File: src/rtl/stk_mem_init_engine.sv
// Re-triggerable table initialiser: walks an inclusive, possibly wrapping,
// line range and issues one patterned write per granted cycle.
module stk_mem_init_engine #(
    parameter int N      = 256,
    parameter int W      = 128,
    parameter int ADDR_W = $clog2(N)
) (
    input  logic              clk,
    input  logic              rst_n,
    input  logic              i_start,
    input  logic [1:0]        i_mode,
    input  logic [ADDR_W-1:0] i_base,
    input  logic [ADDR_W-1:0] i_last,
    input  logic [W-1:0]      i_pattern,
    input  logic              i_abort,
    input  logic              i_wgnt,
    output logic              o_wen_r,
    output logic [ADDR_W-1:0] o_waddr_r,
    output logic [W-1:0]      o_wdata_r,
    output logic              o_busy_r,
    output logic              o_done_r,
    output logic              o_aborted_r
);

    typedef enum logic [2:0] {
        IDLE = 3'b001,
        BUSY = 3'b010,
        DONE = 3'b100
    } state_t;

    localparam logic [1:0] M_ZERO  = 2'd0;
    localparam logic [1:0] M_CONST = 2'd1;
    localparam logic [1:0] M_LINK  = 2'd2;

    state_t            state_q;
    logic [1:0]        mode_q;
    logic [ADDR_W-1:0] last_q;
    logic [W-1:0]      pat_q;
    logic [ADDR_W-1:0] addr_d;
    logic              at_last;

    // LINK points each line at its successor; the final line gets the terminator
    function automatic logic [W-1:0] line_data(
        input logic [1:0]        m,
        input logic [ADDR_W-1:0] a,
        input logic [ADDR_W-1:0] l,
        input logic [W-1:0]      p
    );
        logic [ADDR_W-1:0] a_inc;
        a_inc = a + 1'b1;
        unique case (m)
            M_ZERO:  line_data = '0;
            M_CONST: line_data = p;
            M_LINK:  line_data = (a == l) ? p : W'(a_inc);
            default: line_data = W'(a);
        endcase
    endfunction

    always_comb begin
        addr_d  = o_waddr_r + 1'b1;
        at_last = (o_waddr_r == last_q);
    end

    always_ff @(posedge clk) begin
        if (!rst_n) begin
            state_q     <= IDLE;
            mode_q      <= '0;
            last_q      <= '0;
            pat_q       <= '0;
            o_wen_r     <= 1'b0;
            o_waddr_r   <= '0;
            o_wdata_r   <= '0;
            o_busy_r    <= 1'b0;
            o_done_r    <= 1'b0;
            o_aborted_r <= 1'b0;
        end else begin
            o_done_r    <= 1'b0;
            o_aborted_r <= 1'b0;
            unique case (state_q)
                IDLE: begin
                    if (i_start && !i_abort) begin
                        state_q   <= BUSY;
                        mode_q    <= i_mode;
                        last_q    <= i_last;
                        pat_q     <= i_pattern;
                        o_wen_r   <= 1'b1;
                        o_busy_r  <= 1'b1;
                        o_waddr_r <= i_base;
                        o_wdata_r <= line_data(i_mode, i_base, i_last, i_pattern);
                    end
                end
                BUSY: begin
                    // abort wins even when the same cycle carries a grant
                    if (i_abort) begin
                        state_q     <= IDLE;
                        o_wen_r     <= 1'b0;
                        o_busy_r    <= 1'b0;
                        o_aborted_r <= 1'b1;
                    end else if (o_wen_r && i_wgnt) begin
                        if (at_last) begin
                            state_q  <= DONE;
                            o_wen_r  <= 1'b0;
                            o_done_r <= 1'b1;
                        end else begin
                            o_waddr_r <= addr_d;
                            o_wdata_r <= line_data(mode_q, addr_d, last_q, pat_q);
                        end
                    end
                end
                DONE: begin
                    state_q  <= IDLE;
                    o_busy_r <= 1'b0;
                end
                default: begin
                    state_q  <= IDLE;
                    o_wen_r  <= 1'b0;
                    o_busy_r <= 1'b0;
                end
            endcase
        end
    end

endmodule

File: config.mk
export PLATFORM = sky130hd
export DESIGN_NAME = stk_mem_init_engine
export DESIGN_NICKNAME = d
export VERILOG_FILES = /design/src/rtl/stk_mem_init_engine.sv
export SDC_FILE = /design/constraint.sdc
export NUM_CORES = 1
export LEC_CHECK = 0
export CAP_MARGIN = 20
export CORE_MARGIN = 5
export CORE_UTILIZATION = 45
export DETAILED_ROUTE_END_ITERATION = 8
export PLACE_DENSITY = 0.76
export SLEW_MARGIN = 20
export SYNTH_ARGS = -nofsm -noshare
export SYNTH_HDL_FRONTEND = slang
export SYNTH_SLANG_ARGS = --single-unit
File: constraint.sdc
create_clock -name clk -period 2.5 [get_ports clk]
set_input_delay 0.5 -clock clk [delete_from_list [all_inputs] [get_ports clk]]
set_output_delay 0.5 -clock clk [all_outputs]
set_load 0.01 [all_outputs]
==> results.tsv <==
metric	value	unit
grt_usage	24.0	%
drc_errors	0	
cts-root-buf	clkbuf_16	
clkSlewWorstSetupHoldPaths	60	ps
io_buffers	290	
synth-simple-area-share	17.3	%
yosysWarnings	0	
r2r_slack	-50	ps
leakagePower	6.76	nW
post-route-period-util	102	%
num_io_pins	291	
p_int	0.00824	W
yosysTopAreaCell	dfxtp_1	
hold_path.class	in2reg	
path_class	reg2reg	
totalWireLength	41.7	mm
wl_per_cell	19.6	um
drtPass1Iterations	5	
p_sw_share	26.0	%
overflow	0	
final_cells	2130	
seq_area_frac_synth	46.1	%
cts_tree	built	
muxShareOfSynthArea	0.420	%
rr_worst_depth	11	
final_util	67.0	%
r2r-end	o_wdata_r[5]	
syn_avg_cell_area	8.38	um^2
cts_made_buffers	29	
synth_top_area_share	46.1	%
synth_edf_count	0	
slew_violations	0	
power_frac_clock	38.5	%
die_area	30500	um^2
power_frac_comb	17.3	%
synthFlopType	dfxtp_1	
netlist_instances	1456	
drive_above_1_share	14.9	%
coreArea	26800	um^2
pre_cts_ws	-117	ps
fill_cells	2099	
slew_headroom	64.0	%
nNetsFinal	1923	
die_h	175	um
synthTopCellsByCount	300 x nand2_1, 281 x dfxtp_1, 142 x nor2_1	
ys_ff_latch	281	
viasPerCell	5.72	
synth_area_leaders	dfxtp_1 46%, nand2_1 9.2%, a21boi_0 8.6%, a221oi_1 8.2%, nor2_1 4.4%	
reg2reg_from	o_waddr_r[1]	
power.density	620	nW/um^2
h-tree-depth	1	
synthXorXnorAreaFrac	2.05	%
synth_adder_area_share	0.410	%
fin_ws	-48.4	ps
drt_iter0_drc	1147	
end_kind	register	
worstSkewPairLatency	550	ps
post-synth-top-count-cell	nand2_1	
cp-start-kind	register	
async_flop_share	0	%
finish.instance_area	18000	um^2
dp_cells	2047	
grt_pass1_vias	11500	
holdPathStages	2	
period_needed	2550	ps
cp.arrival	2990	ps
ir_worst_vdd	0.416	mV
synth_area	12200	um^2
clk_path_buf_depth	3	
gp_congestion	0.864	
cp_max_fo	7	
fp.dieW	175	um
areaGrowthSynthToFinish	47.2	%
violations	negative setup slack	
rsz0062_at_grt	yes	
synth_compound_area_share	28.5	%
clock_sinks	281	
switching_power	0.00290	W
row_count	60	
worstMarginPinSlew	540	ps
dpl_cell_area	16000	um^2
finalHoldViolCount	0	
dpl.hpwl	26.0	mm
synth_top_family_by_area	compound AO/OA/AOI/OAI gates	
grt_max_degree	99	
fmax	0.392	GHz
grt_pass1_wl	61.9	mm
status	finished with violations	
hold_start	rst_n	
cap_violations	0	
holdPathEnd	o_waddr_r[1]	
seqPwrFrac	44.2	%
fin_skew	15.7	ps
crit_required	2940	ps
start_util	45.5	%
synth_cell_types	66	
ant_nets	0	
vias	12200	
antenna_found_initial	4	
synth_nets	1611	
setup_viol_count_final	1	
## metrics by stage
step | total power (W) | TNS (ps) | hold slack [ps]
floorplan | 0.00577 | 0 | 444
global placement | 0.00670 | -3070 | 449
detailed placement | 0.00673 | -8300 | 456
CTS | 0.0110 | -85.1 | 410
global route | 0.0115 | -3410 | 426
finish | 0.0111 | -48.4 | 420
## per-layer routing
metal	share of wire, %	GRT usage [%]
met4	2.8	6.09
met3	7.0	5.08
met1	42	31.8
met2	48	40.3
met5	0.086	0
## sequential cells by signal, summed over array words and instances, names as in the netlist
signal	count
o_done_r	1
o_wdata_r	128
last_q	8
o_wen_r	1
state_q	3
o_waddr_r	8
o_aborted_r	1
o_busy_r	1
pat_q	128
mode_q	2
## power groups by stage
stage / logic [W] / registers (W) / clock network [W]
6_report: 0.00193 / 0.00492 / 0.00429
5_1_grt: 0.00207 / 0.00495 / 0.00453
4_1_cts: 0.00175 / 0.00491 / 0.00436
3_5_place_dp: 0.00173 / 0.00500 / 0
3_3_place_gp: 0.00171 / 0.00499 / 0
2_1_floorplan: 0.000729 / 0.00504 / 0
## placed cells by master (no fill, tap or decap), types with 6 or more instances in the layout
cell,n
nand2_1,300
clkdlybuf4s50_1,289
dfxtp_1,278
nor2_1,141
a21boi_0,140
o21ai_0,87
buf_4,79
o21ai_1,66
a221oi_2,64
a221oi_1,56
clkbuf_16,39
buf_12,20
a21oi_1,19
xnor2_1,18
nor2b_1,12
buf_6,9
clkbuf_1,8
nand2b_1,7
nor3_1,7
buf_8,7
nand4_1,6
xor2_1,6
and2_1,6
clkbuf_8,6
## worst max-delay path, cell delays in order, from the launching register on
cell and delay, ps:
dfxtp_4 370, ha_4 170, buf_6 100, xnor3_1 220, a22oi_2 110, a211oi_4 280, buf_4 160, o211ai_1 150
buf_4 220, o211a_1 220, a211o_1 240, a32o_1 220
## repair_timing
item / CTS / global route
setup buffers: 6 / 14
endpoints found under the setup margin: 114 / 128
pin swaps: 4 / 115
gates resized for setup: 12 / 113
cloned: 0 / 13
hold buffers: 0 / 0
## area by class of cell
| class | instances | area (um^2) | area share [%] |
|---|---|---|---|
| multi-input cells | 1036 | 6500 | 36.2 |
| flip-flops and latches | 281 | 5630 | 31.4 |
| repair buffers | 418 | 4450 | 24.8 |
| clock buffers | 43 | 838 | 4.67 |
| well taps | 341 | 427 | 2.38 |
| clock inverters | 8 | 96.3 | 0.536 |
| inverters | 2 | 7.51 | 0.0418 |
| diodes | 1 | 2.50 | 0.0139 |
## worst max path at each step
stage,end,cells past startpoint,slack [ps],from
finish,o_wdata_r[5],11,-50,o_waddr_r[1]
global route,o_wdata_r[5],11,-130,o_waddr_r[1]
CTS,o_wdata_r[111],8,-20,o_waddr_r[0]
detailed placement,o_wdata_r[36],8,-120,i_base[3]
global placement,o_wdata_r[6],9,-70,i_base[0]
floorplan,o_wdata_r[5],11,10,o_waddr_r[0]
## cell families (layout without fill, tap and decap cells)
logic type / Yosys count / in the layout
XOR/XNOR: 27 / 27
other: 0 / 1
flip-flops: 281 / 281
multiplexers: 5 / 5
adder cells (fa/ha/maj): 4 / 4
buffers and inverters: 140 / 471
AND/OR/NAND/NOR: 512 / 512
AO/OA/AOI/OAI: 487 / 488
No activity file was read; power rests on OpenSTA's default activity.
